`config.mk`:
```
export PLATFORM = sky130hd
export DESIGN_NAME = m_pipe_ctrl
export DESIGN_NICKNAME = d
export VERILOG_FILES = /design/src/rtl/m_pipe_ctrl.sv
export SDC_FILE = /design/constraint.sdc
export NUM_CORES = 1
export LEC_CHECK = 0
export BUFFER_PORTS_ARGS = -buffer_cell sky130_fd_sc_hd__buf_4
export CORE_UTILIZATION = 48
export DETAILED_ROUTE_END_ITERATION = 10
export GPL_TIMING_DRIVEN = 0
export PLACE_DENSITY_LB_ADDON = 0.12
export SETUP_SLACK_MARGIN = 0.5
export SYNTH_ARGS = -nofsm -noshare
export SYNTH_HDL_FRONTEND = slang
export SYNTH_SLANG_ARGS = --single-unit
```
`constraint.sdc`:
```
create_clock -name w_clock -period 1.94 [get_ports w_clock]
set_clock_uncertainty 0.1 [all_clocks]
set_input_delay 0.388 -clock w_clock [delete_from_list [all_inputs] [get_ports w_clock]]
set_output_delay 0.388 -clock w_clock [all_outputs]
set_load 0.01 [all_outputs]
```
`src/rtl/m_pipe_ctrl.sv`:
```
// m_pipe_ctrl: control sequencer for the 3-stage RV32I pipeline (IF / ID / EX+MA+WB).
// Owns the stage valid bits, PC/P1 write enables, P1/P2 bubble injection,
// EX->ID bypass selects, the start/halt/drain FSM and the performance counters.
module m_pipe_ctrl #(
    parameter int DRAIN_CYCLES = 2,
    parameter int CNT_W        = 32
) (
    input  logic             w_clock,
    input  logic             w_rst_n,
    input  logic             w_start,
    input  logic             w_stall_req,
    input  logic [4:0]       w_id_rs1,
    input  logic [4:0]       w_id_rs2,
    input  logic             w_id_use_rs2,
    input  logic             w_id_halt,
    input  logic [4:0]       w_ex_rd,
    input  logic             w_ex_wen,
    input  logic             w_ex_taken,
    output logic             w_pc_we,
    output logic             w_p1_we,
    output logic             w_p1_flush,
    output logic             w_p2_flush,
    output logic             w_fwd1,
    output logic             w_fwd2,
    output logic             w_running,
    output logic             w_done,
    output logic [CNT_W-1:0] w_cycles,
    output logic [CNT_W-1:0] w_retired,
    output logic [15:0]      w_flushes
);

    // Drain counter only needs to hold DRAIN_CYCLES down to 1.
    localparam int             DW         = (DRAIN_CYCLES < 2) ? 1 : $clog2(DRAIN_CYCLES + 1);
    localparam logic [DW-1:0]  DRAIN_LOAD = DW'(DRAIN_CYCLES);
    localparam logic [DW-1:0]  DRAIN_ONE  = DW'(1);
    localparam logic [CNT_W-1:0] CNT_ONE  = CNT_W'(1);

    typedef enum logic [1:0] {
        ST_IDLE   = 2'd0,
        ST_RUN    = 2'd1,
        ST_DRAIN  = 2'd2,
        ST_HALTED = 2'd3
    } state_t;

    state_t          state_reg, state_next;
    logic [DW-1:0]   drain_reg, drain_next;
    logic            v1_reg, v1_next;
    logic            v2_reg, v2_next;
    logic            flush_inc;
    logic            taken;
    logic            halt;
    logic [CNT_W-1:0] cycles_reg;
    logic [CNT_W-1:0] retired_reg;
    logic [15:0]     flushes_reg;

    // A branch only redirects if it is a real instruction in EX; a halt only
    // counts if it is a real instruction in ID.
    assign taken = w_ex_taken & v2_reg;
    assign halt  = w_id_halt & v1_reg;

    // Next-state and pipeline control: taken branch beats halt beats stall.
    always_comb begin
        state_next = state_reg;
        drain_next = drain_reg;
        w_pc_we    = 1'b0;
        w_p1_we    = 1'b0;
        w_p1_flush = 1'b1;
        w_p2_flush = 1'b1;
        flush_inc  = 1'b0;
        case (state_reg)
            ST_IDLE: begin
                if (w_start) begin
                    state_next = ST_RUN;
                end
            end
            ST_RUN: begin
                if (taken) begin
                    // Redirect PC; kill wrong-path instructions in P1 and EX.
                    w_pc_we   = 1'b1;
                    flush_inc = 1'b1;
                end else if (halt) begin
                    // Let the halt itself move into P2, stop fetching.
                    w_p2_flush = 1'b0;
                    state_next = ST_DRAIN;
                    drain_next = DRAIN_LOAD;
                end else if (w_stall_req) begin
                    // Hold PC and P1, feed a bubble into P2.
                    w_p1_flush = 1'b0;
                end else begin
                    w_pc_we    = 1'b1;
                    w_p1_we    = 1'b1;
                    w_p1_flush = 1'b0;
                    w_p2_flush = 1'b0;
                end
            end
            ST_DRAIN: begin
                drain_next = drain_reg - DRAIN_ONE;
                if (drain_reg == DRAIN_ONE) begin
                    state_next = ST_HALTED;
                end
            end
            ST_HALTED: begin
                state_next = ST_HALTED;
            end
            default: begin
                state_next = ST_IDLE;
            end
        endcase
    end

    // Valid bits follow the flush/load decisions made above.
    always_comb begin
        v1_next = v1_reg;
        if (w_p1_flush) begin
            v1_next = 1'b0;
        end else if (w_p1_we) begin
            v1_next = 1'b1;
        end
        v2_next = w_p2_flush ? 1'b0 : v1_reg;
    end

    // FSM, drain counter and valid-bit registers.
    always_ff @(posedge w_clock or negedge w_rst_n) begin
        if (!w_rst_n) begin
            state_reg <= ST_IDLE;
            drain_reg <= '0;
            v1_reg    <= 1'b0;
            v2_reg    <= 1'b0;
        end else begin
            state_reg <= state_next;
            drain_reg <= drain_next;
            v1_reg    <= v1_next;
            v2_reg    <= v2_next;
        end
    end

    // Performance counters: active cycles, retirements, saturating flush count.
    always_ff @(posedge w_clock or negedge w_rst_n) begin
        if (!w_rst_n) begin
            cycles_reg  <= '0;
            retired_reg <= '0;
            flushes_reg <= '0;
        end else begin
            if ((state_reg == ST_RUN) || (state_reg == ST_DRAIN)) begin
                cycles_reg <= cycles_reg + CNT_ONE;
            end
            if (v2_reg) begin
                retired_reg <= retired_reg + CNT_ONE;
            end
            if (flush_inc && (flushes_reg != 16'hFFFF)) begin
                flushes_reg <= flushes_reg + 16'd1;
            end
        end
    end

    // EX->ID bypass, one comparator per ID source operand; rs1 is always read.
    logic [4:0] id_rs [2];
    logic [1:0] id_use;
    logic [1:0] fwd;

    assign id_rs[0]  = w_id_rs1;
    assign id_rs[1]  = w_id_rs2;
    assign id_use[0] = 1'b1;
    assign id_use[1] = w_id_use_rs2;

    generate
        for (genvar gi = 0; gi < 2; gi++) begin : g_fwd
            assign fwd[gi] = v2_reg & w_ex_wen & (w_ex_rd != 5'd0)
                           & (w_ex_rd == id_rs[gi]) & id_use[gi];
        end
    endgenerate

    assign w_fwd1    = fwd[0];
    assign w_fwd2    = fwd[1];
    assign w_running = (state_reg == ST_RUN);
    assign w_done    = (state_reg == ST_HALTED);
    assign w_cycles  = cycles_reg;
    assign w_retired = retired_reg;
    assign w_flushes = flushes_reg;

endmodule

```
==> summary.txt, run 1 <==
Setup CP Type = flop to flop
Asr flop ratio synth = 1.00
Most frequent cells after synthesis = 86 x dfrtp_1, 57 x xnor2_1, 32 x nand2_1
Setup violators final = 21
Gr usage total = 0.257
CP required = 2.08 ns
Worst ir drop on vdd = 339 uV
Placed Instances = 587
Die area = 9120 sq um
CP peak stage delay = 0.45 ns
Post-synthesis cell area = 4190 sq um
Mapped Avg Cell Area = 11.3 sq um
Count leader, synth = dfrtp_1
Layout cell share with drive strength beyond 1 = 0.616
GP Congestion = 0.755
Antenna violations before repair = 0
Met2 usage = 0.448
I/O pin count = 111
First-pass DRT Iterations = 4
Yosys cell types = 42
Insertion delay to the later sink of the worst-skew pair = 0.36 ns
Failing checks = setup timing
Outcome = finished with violations
Fin. max-slew vios = 0
Clock tree sinks = 86
Initial drt markers = 120
TritonCTS buffer count = 9
HPWL Detailed = 6.15 mm
Core box area = 8340 sq um
CTS clk-pin slew, worst paths = 0.10 ns
Cts hold-fix bufs = 0
Ys Warns = 0
Final hold vios = 0
Vias in the first global route = 3811
Fin Hold WS = 0.136 ns
Worst-margin pin slew = 1.10 ns
Final cell count without fillers = 732
Arrival @ worst endpoint = 2.20 ns
Buffers on Ports = 110
Util after Layout = 0.904
Met3 GRT Util = 0.0630
Area share of the largest cell type after synthesis = 0.513
Ys flop type = dfrtp_1
Pleak = 0.00391 uW
Critical path peak fanout = 5
RSZ-0062 raised after global routing = yes
Slew margin rel. = 0.269
Vias = 4063
Fmax = 485 MHz
Die height = 95.5 um
Number of nets in the layout = 656
Period utilization = 1.06
CTS root buf = clkbuf_8
Tightest Hold Check Type = input port to asynchronous set/reset pin
Syn Nets = 405
Syn Inst Count = 372
Worst-path cell chain = inv_4 > ha_4 > buf_6 > nand4_1 > nor3_4 > buf_6 > nand3b_1 > xnor2_1
Total gr overflow = 0
CP most frequent cell = buf_6
Area leader, netlist = dfrtp_1
CTS Buffer Depth = 2
Synth area leaders = dfrtp_1 51%, xnor2_1 12%, xor2_1 6.3%
Via/cell ratio = 5.55
Post-synth EDFFs = 0
WL final = 15.2 mm
Post-place setup slack = -0.213 ns
Flops & latches, synth = 86
CTS tree = done
Drt drc = 0
Setup crit start kind = flop
Antenna diodes = 0
Largest net degree at the start of global routing = 87
Crit end category = flop
Initial Util = 0.503
Min Tclk post-route = 2.06 ns
Worst Slack Setup Final = -0.124 ns
First-pass GRT wire length = 18.1 mm
Post-route ant nets = 0
Setup TNS = -1.31 ns
Max cap viols = 0
Grt peak-use layer = met2
Syn-to-layout area delta = 79.8%
Power Dens Cells = 424 nW/um^2
FILL cells = 322
Wirelength per Cell = 20.8 um
Register area share after synthesis = 0.513
FP Rows = 33
Slowest cell on the critical path = dfrtp_2
Htree depth = 3
Met1 GRT Util = 0.315
Die X = 95.5 um
## critical path: cells and delay by family (launching register included)
kind | cells | cell delay, ns
and+or+nand+nor | 3 | 0.62
DFF | 1 | 0.45
buffers and inverters | 3 | 0.38
adders and majority gates | 1 | 0.26
xor gates and xnor gates | 1 | 0.15
## final timing paths
kind | from | endpoint | slack [ns] | cells past startpoint
setup reg to reg | state_reg[0] | w_cycles[15] | -0.12 | 8
max in group asynchronous | w_rst_n | state_reg[0] | 0.83 | 1
setup / recovery | state_reg[0] | w_cycles[15] | -0.12 | 8
hold reg to reg | w_retired[31] | w_retired[31] | 0.37 | 1
min in group w_clock | w_stall_req | v1_reg | 0.21 | 2
hold / removal | w_rst_n | w_retired[31] | 0.14 | 1
## final cells by class
cell class	count	area, sq um	area share
buffer	6	60.1	0.00796
clock buffer	11	141	0.0187
clock inverter	4	48.8	0.00647
inverter	11	43.8	0.00581
multi-input combinational	269	2680	0.355
sequential	86	2190	0.290
tap	105	131	0.0174
timing repair buffer	240	2250	0.298
## stage by stage
stage          total power [uW]  cell area [sq um]
6_report                   3200               7540
5_1_grt                    3290               7540
4_1_cts                    3170               6720
3_5_place_dp               1930               5340
3_3_place_gp               1930               5340
2_1_floorplan              1850               4380
## cell usage in the layout (no fill, tap or decap), types with 9 or more instances in the layout
master / synthesis / final
buf_4: 0 / 131
buf_6: 1 / 109
clkbuf_8: 0 / 10
dfrtp_1: 86 / 57
dfrtp_2: 0 / 29
nand2_1: 32 / 21
nand2_4: 0 / 10
nand3_1: 27 / 13
nand4_1: 27 / 27
nor3_4: 0 / 10
nor4_4: 2 / 9
xnor2_1: 57 / 47
xnor2_2: 0 / 10
xor2_1: 30 / 29
## layer usage
metal	share of wire	wire length, um
met3	0.057	875
met4	0.039	595
met1	0.37	5700
met2	0.53	8070
met5	0	0
## report_power, final
part	internal, uW	switching, uW	leakage [uW]
clock network	624	674	0.0000992
logic	46.3	61.5	0.00267
registers	1790	0	0.00114
total	2460	736	0.00391
## cells by family after synthesis
| group | count (synthesis) | synth area share |
|---|---|---|
| AO/OA/AOI/OAI | 5 | 0.00746 |
| XOR/XNOR | 87 | 0.182 |
| adder cells (fa/ha/maj) | 10 | 0.0298 |
| buffers and inverters | 17 | 0.0179 |
| flip-flops | 86 | 0.513 |
| multiplexers | 7 | 0.0188 |
| AND/OR/NAND/NOR | 160 | 0.231 |
## timing repair
action                     4_1_cts  5_1_grt
gates resized for setup        157       81
buffers inserted                68       60
gates cloned                     1        1
pin swaps                       67       60
setup endpoints to repair      118      150
Power figures use the tool's default switching activity.
==> run 2, diff against run 1 <==
--- a/config.mk
+++ b/config.mk
@@ -11,6 +11,7 @@
 export GPL_TIMING_DRIVEN = 0
 export PLACE_DENSITY_LB_ADDON = 0.12
 export SETUP_SLACK_MARGIN = 0.5
+export SKIP_LAST_GASP = 1
 export SYNTH_ARGS = -nofsm -noshare
 export SYNTH_HDL_FRONTEND = slang
 export SYNTH_SLANG_ARGS = --single-unit
==> summary.txt, run 2 (same netlist as run 1, synthesis figures left out) <==
Via/cell ratio = 5.51 (-0.72%)
Fin. max-slew vios = 0 (unchanged)
Slowest cell on the critical path = dfrtp_2
Number of nets in the layout = 666 (+1.5%)
Largest net degree at the start of global routing = 87 (unchanged)
Antenna violations before repair = 0 (unchanged)
Design Power = 3180 uW (-0.40%)
CTS Buffer Depth = 2 (unchanged)
Die X = 95.5 um (unchanged)
Htree depth = 3 (unchanged)
Initial Util = 0.503 (unchanged)
Power Dens Cells = 429 nW/um^2 (+1.2%)
WP depth = 8 (unchanged)
Wirelength per Cell = 19.4 um (-7.1%)
RSZ-0062 raised after global routing = yes
Vias in the first global route = 3623 (-4.9%)
Drt drc = 0 (unchanged)
Critical path peak fanout = 5 (unchanged)
Core box area = 8340 sq um (unchanged)
Outcome = finished with violations
First-pass GRT wire length = 17.3 mm (-4.4%)
Arrival @ worst endpoint = 2.21 ns (about the same)
Clock tree sinks = 86 (unchanged)
Setup crit start kind = flop
Insertion delay to the later sink of the worst-skew pair = 0.35 ns (about the same)
HPWL Detailed = 6.15 mm (unchanged)
Total gr overflow = 0 (unchanged)
Max cap viols = 0 (unchanged)
Largest delay contributor family on the critical path = simple AND/OR/NAND/NOR gates
Vias = 4089 (+0.64%)
Buffers on Ports = 110 (unchanged)
Worst ir drop on vdd = 292 uV (-14%)
CTS tree = done
Slew margin rel. = 0.279 (+0.00976)
WL final = 14.4 mm (-5.8%)
Final cell count without fillers = 742 (+1.4%)
Failing checks = setup timing
Gr usage total = 0.246 (-0.0107)
First-pass DRT Iterations = 4 (unchanged)
Layout cell share with drive strength beyond 1 = 0.593 (-0.0222)
Setup TNS = -1.32 ns (-0.00212 ns)
Pleak = 0.00383 uW (-2.0%)
Antenna diodes = 0 (unchanged)
CTS root buf = clkbuf_8
TritonCTS buffer count = 9 (unchanged)
Worst-margin pin slew = 1.08 ns (-0.0146 ns)
Crit end category = flop
GP Congestion = 0.755 (unchanged)
Syn-to-layout area delta = 77.1%
Period utilization = 1.05 (-0.0120)
Buf+Inv Stages, Crit Path = 3 (unchanged)
CP peak stage delay = 0.44 ns (about the same)
CTS clk-pin slew, worst paths = 0.10 ns (about the same)
Worst-path cell chain = inv_4 > ha_4 > buf_6 > nand4_1 > nor3_4 > buf_6 > nand4_1 > xnor2_1
FP Rows = 33 (unchanged)
Placed Instances = 587 (unchanged)
Post-route ant nets = 0 (unchanged)
Setup violators final = 24 (+14%)
CP required = 2.11 ns (+0.03 ns)
Initial drt markers = 183 (+53%)
Path depth of the worst reg2reg path = 8 (unchanged)
Fmax = 490 MHz (+1.1%)
Final hold vios = 0 (unchanged)
Die height = 95.5 um (unchanged)
Tightest Hold Check Type = input port to asynchronous set/reset pin
I/O pin count = 111 (unchanged)
Die area = 9120 sq um (unchanged)
Setup CP Type = flop to flop
Worst Slack Setup Final = -0.101 ns (+0.0233 ns)
Commonest non-fill, non-tap cell in the layout = buf_4
Min Tclk post-route = 2.04 ns (-0.0233 ns)
Most frequent cells in the layout = 155 x buf_4, 96 x buf_6, 63 x dfrtp_1, 52 x xnor2_1, 30 x xor2_1
==> run 2: cell count changes in the layout (fill, tap and decap cells not counted), moves of 2 or more <==
cell     previous run  this run
xnor2_1            47        52
buf_6             109        96
dfrtp_2            29        23
nand2_4            10         4
buf_4             131       155
dfrtp_1            57        63
xnor2_2            10         5
nand3_4             7         4
nand2_2             1         7
nand3_2             8        10
==> run 2: per-layer routing <==
| layer | GRT usage | vias to the layer above | part of all wire |
|---|---|---|---|
| met5 | 0 | - | 0 |
| met4 | 0.0597 | 0 | 0.027 |
| met3 | 0.0662 | 42 | 0.055 |
| met2 | 0.424 | 182 | 0.53 |
| met1 | 0.308 | 2038 | 0.39 |
| li1 | - | 1827 | - |
==> run 2: where the power goes <==
| group | switching (uW) | leakage [uW] | internal (uW) |
|---|---|---|---|
| Combinational | 63.9 | 0.00258 | 46.4 |
| Clock | 659 | 0.0000992 | 624 |
| Sequential | 0 | 0.00115 | 1790 |
| Total | 723 | 0.00383 | 2460 |
==> run 2: path summary, 6_finish.rpt <==
kind / slack [ns] / start / to
worst max-delay path: -0.10 / state_reg[0] / w_cycles[21]
min in group w_clock: 0.18 / w_stall_req / v1_reg
worst min-delay path: 0.12 / w_rst_n / w_retired[21]
worst min register to register: 0.37 / w_cycles[31] / w_cycles[31]
max in group asynchronous: 0.84 / w_rst_n / state_reg[0]
worst max register to register: -0.10 / state_reg[0] / w_cycles[21]
==> run 2: worst register-to-register path: cells and delay by family (launching register included) <==
kind | cells | cell delay (ns)
simple gates | 3 | 0.60
flops | 1 | 0.44
buf+inv | 3 | 0.34
fa+ha+maj | 1 | 0.26
xor+xnor | 1 | 0.21
==> run 2: cell type report <==
cell class	instances	area, sq um
multi-input combinational	269	2560
timing repair buffer	250	2260
sequential	86	2180
fill	365	915
clock buffer	11	141
tap	105	131
buffer	6	60.1
clock inverter	4	48.8
inverter	11	43.8
==> run 2: what timing repair did <==
action / 4_1_cts / 5_1_grt
gates resized for setup: 117 / 80
setup endpoints to repair: 118 / 153
hold buffers: 0 / 0
gates cloned: 1 / 1
endpoints found under the hold margin: 0 / 0
pin swaps: 58 / 56
buffers inserted: 68 / 70
==> run 2: per-stage QoR <==
stage / hold WS [ns] / cell area [sq um] / util / setup WS (ns)
after detailed placement: 0.360 / 5340 / 0.640 / -0.213
after floorplan: -0.00759 / 4380 / - / 0.0823
after CTS: 0.145 / 6570 / 0.787 / -0.0549
final: 0.125 / 7430 / 0.890 / -0.101
after global placement: 0.354 / 5340 / 0.640 / -0.167
after global routing: 0.176 / 7430 / 0.890 / -0.202
